**src/rtl/uart_rx_if.sv**
```systemverilog
// Signal bundle between the serial pad side and the uart_rx receiver.
// master = line driver / result consumer, slave = the receiver itself.
interface uart_rx_if #(
  parameter int WIDTH   = 8,
  parameter int PRESC_W = 6
);
  logic               RX_IN;
  logic [PRESC_W-1:0] prescale;
  logic               PAR_EN;
  logic               PAR_TYP;
  logic [WIDTH-1:0]   P_DATA;
  logic               data_valid;
  logic               par_err;
  logic               stp_err;
  logic               busy;

  // No back-pressure: data_valid, par_err and stp_err are single-cycle pulses,
  // mutually exclusive; P_DATA changes only in the cycle data_valid is high
  // and holds until the next good frame. The consumer must take it on that cycle.
  modport master (
    output RX_IN, prescale, PAR_EN, PAR_TYP,
    input  P_DATA, data_valid, par_err, stp_err, busy
  );

  modport slave (
    input  RX_IN, prescale, PAR_EN, PAR_TYP,
    output P_DATA, data_valid, par_err, stp_err, busy
  );
endinterface

```
**src/rtl/uart_rx.sv**
```systemverilog
// Oversampling UART receiver: start check, LSB-first data, optional parity, stop check.
// Define UART_RX_MAJORITY_EN for 2-of-3 majority sampling around mid-bit.
module uart_rx #(
  parameter int WIDTH   = 8,
  parameter int PRESC_W = 6
) (
  input  logic       clk,
  input  logic       rst,
  uart_rx_if.slave   rx_if,
  output logic [2:0] dbg_state_o
);
  localparam int BIT_W = (WIDTH > 1) ? $clog2(WIDTH) : 1;
  localparam logic [PRESC_W-1:0] ONE_E    = PRESC_W'(1);
  localparam logic [BIT_W-1:0]   ONE_B    = BIT_W'(1);
  localparam logic [BIT_W-1:0]   LAST_BIT = BIT_W'(WIDTH - 1);

  typedef enum logic [2:0] {
    IDLE   = 3'd0,
    START  = 3'd1,
    DATA   = 3'd2,
    PARITY = 3'd3,
    STOP   = 3'd4
  } state_t;

  state_t             state_q, state_d;
  logic               sync1_q, rx_s_q;
  logic [PRESC_W-1:0] edge_q, edge_d;
  logic [BIT_W-1:0]   bit_q, bit_d;
  logic [PRESC_W-1:0] presc_q, presc_d;
  logic               par_en_q, par_en_d;
  logic               par_typ_q, par_typ_d;
  logic [WIDTH-1:0]   shift_q, shift_d;
  logic [WIDTH-1:0]   pdata_q, pdata_d;
  logic               valid_q, valid_d;
  logic               perr_q, perr_d;
  logic               serr_q, serr_d;
  logic [PRESC_W-1:0] half;
  logic               last_edge;
  logic               bit_val;
  logic               exp_par;

  always_ff @(posedge clk or posedge rst) begin
    if (rst) begin
      sync1_q <= 1'b1;
      rx_s_q  <= 1'b1;
    end else begin
      sync1_q <= rx_if.RX_IN;
      rx_s_q  <= sync1_q;
    end
  end

  assign half      = presc_q >> 1;
  assign last_edge = (edge_q == presc_q - ONE_E);

`ifdef UART_RX_MAJORITY_EN
  logic [2:0] vote_q;

  always_ff @(posedge clk or posedge rst) begin
    if (rst) begin
      vote_q <= 3'b111;
    end else if (state_q != IDLE) begin
      if (edge_q == half - ONE_E) vote_q[0] <= rx_s_q;
      if (edge_q == half)         vote_q[1] <= rx_s_q;
      if (edge_q == half + ONE_E) vote_q[2] <= rx_s_q;
    end
  end

  assign bit_val = (vote_q[0] & vote_q[1]) | (vote_q[0] & vote_q[2]) |
                   (vote_q[1] & vote_q[2]);
`else
  logic samp_q;

  always_ff @(posedge clk or posedge rst) begin
    if (rst) begin
      samp_q <= 1'b1;
    end else if (state_q != IDLE && edge_q == half) begin
      samp_q <= rx_s_q;
    end
  end

  assign bit_val = samp_q;
`endif

  // Parity is judged against the fully assembled word.
  assign exp_par = (^shift_q) ^ par_typ_q;

  always_comb begin
    state_d   = state_q;
    edge_d    = last_edge ? '0 : edge_q + ONE_E;
    bit_d     = bit_q;
    presc_d   = presc_q;
    par_en_d  = par_en_q;
    par_typ_d = par_typ_q;
    shift_d   = shift_q;
    pdata_d   = pdata_q;
    valid_d   = 1'b0;
    perr_d    = 1'b0;
    serr_d    = 1'b0;
    case (state_q)
      IDLE: begin
        edge_d = '0;
        if (!rx_s_q) begin
          state_d   = START;
          presc_d   = rx_if.prescale;
          par_en_d  = rx_if.PAR_EN;
          par_typ_d = rx_if.PAR_TYP;
        end
      end
      START: begin
        if (last_edge) begin
          bit_d   = '0;
          state_d = bit_val ? IDLE : DATA;
        end
      end
      DATA: begin
        if (last_edge) begin
          shift_d = {bit_val, shift_q[WIDTH-1:1]};
          bit_d   = bit_q + ONE_B;
          if (bit_q == LAST_BIT) state_d = par_en_q ? PARITY : STOP;
        end
      end
      PARITY: begin
        if (last_edge) begin
          if (bit_val != exp_par) begin
            perr_d  = 1'b1;
            state_d = IDLE;
          end else begin
            state_d = STOP;
          end
        end
      end
      STOP: begin
        if (last_edge) begin
          state_d = IDLE;
          if (bit_val) begin
            pdata_d = shift_q;
            valid_d = 1'b1;
          end else begin
            serr_d = 1'b1;
          end
        end
      end
      default: state_d = IDLE;
    endcase
  end

  always_ff @(posedge clk or posedge rst) begin
    if (rst) begin
      state_q   <= IDLE;
      edge_q    <= '0;
      bit_q     <= '0;
      presc_q   <= '0;
      par_en_q  <= 1'b0;
      par_typ_q <= 1'b0;
      shift_q   <= '0;
      pdata_q   <= '0;
      valid_q   <= 1'b0;
      perr_q    <= 1'b0;
      serr_q    <= 1'b0;
    end else begin
      state_q   <= state_d;
      edge_q    <= edge_d;
      bit_q     <= bit_d;
      presc_q   <= presc_d;
      par_en_q  <= par_en_d;
      par_typ_q <= par_typ_d;
      shift_q   <= shift_d;
      pdata_q   <= pdata_d;
      valid_q   <= valid_d;
      perr_q    <= perr_d;
      serr_q    <= serr_d;
    end
  end

  assign rx_if.P_DATA     = pdata_q;
  assign rx_if.data_valid = valid_q;
  assign rx_if.par_err    = perr_q;
  assign rx_if.stp_err    = serr_q;
  assign rx_if.busy       = (state_q != IDLE);
  assign dbg_state_o      = state_q;
endmodule
```
**src/flat_wrapper.sv**
```systemverilog
// flat-port wrapper written by rule: the top's interface ports become plain ports
module uart_rx_flat 
#(
  parameter int WIDTH   = 8,
  parameter int PRESC_W = 6
)
  (clk, rst, dbg_state_o, rx_if_RX_IN, rx_if_prescale, rx_if_PAR_EN, rx_if_PAR_TYP, rx_if_P_DATA, rx_if_data_valid, rx_if_par_err, rx_if_stp_err, rx_if_busy);
  uart_rx_if #(.WIDTH(WIDTH), .PRESC_W(PRESC_W)) rx_if_i ();
  input  logic clk;
  input  logic rst;
  output logic [2:0] dbg_state_o;
  input wire logic [$bits(rx_if_i.RX_IN)-1:0] rx_if_RX_IN;
  input wire logic [$bits(rx_if_i.prescale)-1:0] rx_if_prescale;
  input wire logic [$bits(rx_if_i.PAR_EN)-1:0] rx_if_PAR_EN;
  input wire logic [$bits(rx_if_i.PAR_TYP)-1:0] rx_if_PAR_TYP;
  output wire logic [$bits(rx_if_i.P_DATA)-1:0] rx_if_P_DATA;
  output wire logic [$bits(rx_if_i.data_valid)-1:0] rx_if_data_valid;
  output wire logic [$bits(rx_if_i.par_err)-1:0] rx_if_par_err;
  output wire logic [$bits(rx_if_i.stp_err)-1:0] rx_if_stp_err;
  output wire logic [$bits(rx_if_i.busy)-1:0] rx_if_busy;
  assign rx_if_i.RX_IN = rx_if_RX_IN;
  assign rx_if_i.prescale = rx_if_prescale;
  assign rx_if_i.PAR_EN = rx_if_PAR_EN;
  assign rx_if_i.PAR_TYP = rx_if_PAR_TYP;
  assign rx_if_P_DATA = rx_if_i.P_DATA;
  assign rx_if_data_valid = rx_if_i.data_valid;
  assign rx_if_par_err = rx_if_i.par_err;
  assign rx_if_stp_err = rx_if_i.stp_err;
  assign rx_if_busy = rx_if_i.busy;
  uart_rx #(.WIDTH(WIDTH), .PRESC_W(PRESC_W)) u_core (.clk(clk), .rst(rst), .rx_if(rx_if_i), .dbg_state_o(dbg_state_o));
endmodule
```
**config.mk**
```make
export PLATFORM = sky130hd
export DESIGN_NAME = uart_rx_flat
export DESIGN_NICKNAME = d
export VERILOG_FILES = /design/src/rtl/uart_rx_if.sv /design/src/rtl/uart_rx.sv /design/src/flat_wrapper.sv
export SDC_FILE = /design/constraint.sdc
export NUM_CORES = 1
export LEC_CHECK = 0
export CAP_MARGIN = 15
export CORE_ASPECT_RATIO = 1.75
export CORE_MARGIN = 2
export CORE_UTILIZATION = 50
export DETAILED_ROUTE_END_ITERATION = 12
export GPL_ROUTABILITY_DRIVEN = 0
export GPL_TIMING_DRIVEN = 0
export HOLD_SLACK_MARGIN = 0.06
export PLACE_DENSITY = 0.73
export SLEW_MARGIN = 30
export SYNTH_ARGS = -nofsm -noshare
export SYNTH_HDL_FRONTEND = slang
export SYNTH_SLANG_ARGS = --single-unit
export TNS_END_PERCENT = 100
```
**constraint.sdc**
```tcl
create_clock -name clk -period 3 [get_ports clk]
set_clock_uncertainty 0.05 [all_clocks]
set_input_delay 0.75 -clock clk [delete_from_list [all_inputs] [get_ports clk]]
set_output_delay 0.75 -clock clk [all_outputs]
set_load 0.01 [all_outputs]
```
# Word level (Yosys, flattened, before mapping)
# Index checks and enable logic that the tools add are counted.
[totals]
ff_bits = 42
input_bits = 11
out_inout_bits = 15
elab_cells = 66
[classes]
add_sub_neg = 3
eq_ne = 14
muxes = 23
bitwise_logic = 2
reduce_logical = 10
[ops]
columns = ["op", "count"]
rows = [
  ["$mux 3", 9],
  ["$pmux 3 s5", 1],
  ["$mux 6", 2],
  ["$ne 2x1->1 const B", 5],
  ["$mux 1", 9],
  ["$reduce_xor 8->1", 1],
  ["$add 6x1->6 const B", 1],
  ["$eq 3x2->1 const B", 2],
  ["$eq 3x3->1 const B", 2],
  ["$eq 6x5->1", 1],
  ["$eq 6x6->1", 1],
  ["$pmux 3 s2", 1],
  ["$reduce_and 3->1", 2],
  ["$reduce_and 6->1", 1],
  ["$sub 6x1->6 const B", 1],
  ["$reduce_and 2->1", 2],
  ["$add 3x1->3 const B", 1],
  ["$eq 3x1->1 const B", 1],
  ["$logic_not 3->1", 1],
  ["$reduce_bool 3->1", 1],
  ["$mux 2", 1],
  ["$ne 2x2->1 const B", 1],
  ["$reduce_bool 2->1", 1],
  ["$logic_and 1x1->1", 1],
  ["3 further kinds", 3],
]

# Logic depth before layout (Yosys ltp)
[depth]
depth_word = 6
mapped_depth = 8
ltp_nobuf = 7

# Worst setup path before layout
# Ideal clock, no wire load.
[synth_path]
kind = "flip-flop to flip-flop"
start = "reg u_core.presc_q[0]"
end = "reg u_core.shift_q[0]"
setup_ps = 125
arrival_time_ps = 2429
required_ps = 2825
slack_ps = 396
path_stages_with_launch = 6
n_path_buf = 0
period_less_slack_ps = 2604
cell_sequence = "dfrtp_1 -> or4_1 -> or3_1 -> a2111o_1 -> nor3_4 -> mux2_2"
[synth_via]
elab_chain_len = 3
[synth_lines]
columns = ["item", "line_no", "rtl"]
rows = [
  ["start: declaration", "uart_rx.sv:29", "logic [PRESC_W-1:0] presc_q, presc_d;"],
  ["start signal: assignment", "uart_rx.sv:164", "presc_q <= presc_d;"],
  ["$sub 6x1->6", "uart_rx.sv:53", "assign last_edge = (edge_q == presc_q - ONE_E);"],
  ["$eq 6x6->1", "uart_rx.sv:53", ""],
  ["$reduce_and 2->1 (no source line)", "n/a", ""],
  ["end signal: assignment", "uart_rx.sv:167", "shift_q <= shift_d;"],
  ["end: declaration", "uart_rx.sv:32", "logic [WIDTH-1:0] shift_q, shift_d;"],
]
# Every way passes these cells.
# A chain may end at the register's enable or synchronous reset.

# Worst setup path in the final report
[layout_path]
start = "reg u_core.presc_q[0]"
end = "reg u_core.shift_q[5]"
# The elaborated chain is that of the path after synthesis.

==> out/metrics.csv <==
stage,metric,value,unit
run_status,outcome,"complete, no violations",
finish,register_area,1050,sq um
logic_synthesis,synth_ff_type,dfrtp_1,
routing,wl_per_cell,15.4,microns
pwr,p_total,2270,uW
logic_synthesis,yosysWarnings,0,
cts,cts_root_buf,clkbuf_8,
logic_synthesis,synth_top_cell_by_area,dfrtp_1,
logic_synthesis,synth.net_count,199,
sta,fin_crit,2.84,ns
cts,holdBufCountCts,0,
sta,worst_slew_pin_slew,0.822,ns
logic_synthesis,synth.area.mux_share,12.4,%
pwr,intPower,1400,uW
die,die_w,52.9,microns
routing,vias,1492,
setup_path,worstSetupPathType,flop to flop,
logic_synthesis,synth_xor_area_share,10.7,%
pwr,pwr-share-clk,19.0,%
setup_path,cp_max_fo,9,
setup_path,critPathArrivalTime,2.97,ns
logic_synthesis,synth_cell_types,36,
sta,slew_viol_final,0,
cts,cts_tree,done,
logic_synthesis,synth_top_area_share,46.7,%
logic_synthesis,syn_area_per_cell,11.4,sq um
sta,slew_headroom,43.8,%
cts,clkSinkCount,42,
logic_synthesis,synth-adder-area-share,2.39,%
setup_path,crit_required,3.12,ns
logic_synthesis,synth_cells,184,
die,rows,31,
placement,portBuffers,25,
routing,vias_per_cell,5.57,
sta,min_period_over_period,94.8,%
cts,htree_levels,2,
pwr,pwr-share-comb,43.8,%
placement,dp_hpwl,3160,microns
global_routing,grt.overflow.total,0,
finish,multi_input_comb_area,993,sq um
die,die_y,89.6,microns
die,fp.coreArea,4070,sq um
pwr,pwr-share-seq,37.2,%
sta,rsz0062_at_grt,false,
finish,fin_nets,233,
sta,clock.fmax,0.352,GHz
logic_synthesis,synth-edff-count,0,
die,io_pins,26,
die,die_area,4740,sq um
global_routing,grt_pass1_vias,1514,
finish,layout_commonest_cell,dfrtp_1,
logic_synthesis,synth-simple-area-share,14.4,%
global_routing,grt_usage,20.0,%
job,maxCapViolCount,0,
sta,setup_viol,0,
pwr,powerDensity,891,nW/um^2
routing,drt-pass1-iter-count,4,
global_routing,grt_max_degree,23,
sta,finalHoldViolCount,0,
finish,layout_common_cells,"dfrtp_1 (39), clkdlybuf4s50_1 (25), mux2_2 (23)",
finish,drive_gt1_share,17.4,%
worst_hold_path,min_path_type,flop to flop,
routing,wl,4140,microns
logic_synthesis,async_flop_share,100,%
finish,final_cells,268,
finish,nFillCells,336,
setup_path,cp-start-kind,flop,
cts,cts_buffers,5,
pwr,p_leak,0.00107,uW
global_routing,grt_pass1_wl,6810,microns
finish,area_delta_synth_final,21.9,%
sta,tns,0,ns
global_routing,antenna_found_initial,0,
logic_synthesis,netlist_area,2090,sq um
pwr,ir_drop,727,uV
die,initial_core_util,51.4,%
logic_synthesis,yosysSeqAreaShare,50.4,%
cts,clk_path_buf_depth,2,
cts,clk_pin_slew_worst_paths,0.07,ns
cts,insertion_delay,0.30,ns
pwr,power.net_switching,874,uW
routing,drt_iter0_drc,24,
routing,antenna_left,0,
logic_synthesis,synth.ff_latch_count,42,
finish,n_antenna_cell,0,
logic_synthesis,synth_top_family_by_area,simple AND/OR/NAND/NOR gates,
logic_synthesis,synthTopCellsByArea,"dfrtp_1 (47%), mux2_2 (12%), xnor2_1 (6.7%)",
setup_path,cp-end-kind,flop,
pwr,p_sw_share,38.5,%
routing,drc,0,
logic_synthesis,synth_compound_area_share,7.36,%
placement,dp_cells,259,
-- final cells by class --
class	instances	area share, %
Clock inverter	1	1.18
Clock buffer	7	2.99
Buffer	8	1.18
Sequential cell	42	41.4
Multi-Input combinational cell	129	39.0
Timing Repair Buffer	27	11.2
Inverter	5	0.736
Tap cell	49	2.40
-- cells by family after synthesis --
| group | Yosys count |
|---|---|
| adders and majority gates | 4 |
| buffers and inverters | 13 |
| muxes | 23 |
| xor gates and xnor gates | 24 |
| DFF | 42 |
| AOI/OAI and AO/OA | 22 |
| and+or+nand+nor | 56 |
-- cells in the mapped netlist (2+ instances only) --
cell type and n:
a211o_1 3, a21oi_1 2, and2_1 4, and3_1 2, clkbuf_1 7, dfrtp_1 39, dfstp_2 3, ha_1 4
inv_1 5, mux2_2 23, nand2_1 9, nand2b_1 2, nand3_1 5, nand3b_1 2, nand4_1 2, nor2_1 10
nor3_1 10, nor4_1 2, o21ai_0 10, or3_1 3, xnor2_1 16, xor2_1 7
-- per-layer routing --
metal,share of wire (%),track usage [%]
met4,3.9,11.0
met1,37,21.2
met2,56,35.5
met5,0,0
met3,3.5,4.80
-- power groups by stage --
stage	clock network (uW)	registers, uW	logic (uW)
after detailed placement	0	855	986
after floorplan	0	818	774
after global routing	463	864	1100
after global placement	0	847	939
final	433	844	994
after CTS	442	844	993
-- stage by stage --
step                hold slack (ns)  utilization (%)  cell area, sq um  setup slack, ns
finish                        0.307             62.6              2550            0.155
floorplan                     0.295                -              2090            0.396
CTS                           0.309             62.3              2540           0.0324
detailed placement            0.299             59.7              2430            0.158
global placement              0.298             59.0              2400            0.214
global route                  0.315             62.6              2550           0.0602
-- worst max-delay path: stages (launching register included) --
cell	delay, ns
dfrtp_1	0.42
or4_1	0.55
or3_1	0.37
a2111o_1	0.57
nor3_4	0.37
mux2_2	0.39
-- flip-flops by register name, summed over array words and instances (netlist names), 3 cells and up --
name,count
u_core.edge_q,6
u_core.dbg_state_o,3
u_core.presc_q,6
u_core.shift_q,8
u_core.bit_q,3
u_core.rx_if.P_DATA,8
-- what timing repair did --
item / in CTS / in global routing
setup buffers: 0 / 1
setup endpoints to repair: 0 / 9
resized for setup: 0 / 1
hold endpoints to repair: 0 / 0
-- path summary, 6_finish.rpt --
| path | startpoint | end | slack [ns] | cells after the start |
|---|---|---|---|---|
| max | u_core.presc_q[0]$_DFFE_PP0P_ | u_core.shift_q[5]$_DFFE_PP0P_ | 0.16 | 5 |
| min | u_core.sync1_q$_DFF_PP1_ | u_core.rx_s_q$_DFF_PP1_ | 0.31 | 0 |
| max reg2reg | u_core.presc_q[0]$_DFFE_PP0P_ | u_core.shift_q[5]$_DFFE_PP0P_ | 0.16 | 5 |
| min reg2reg | u_core.sync1_q$_DFF_PP1_ | u_core.rx_s_q$_DFF_PP1_ | 0.31 | 0 |
| max in group asynchronous | rst | u_core.rx_s_q$_DFF_PP1_ | 1.60 | 3 |
| min in group asynchronous | rst | u_core.presc_q[4]$_DFFE_PP0P_ | 0.74 | 2 |
Power figures use the tool's default switching activity.
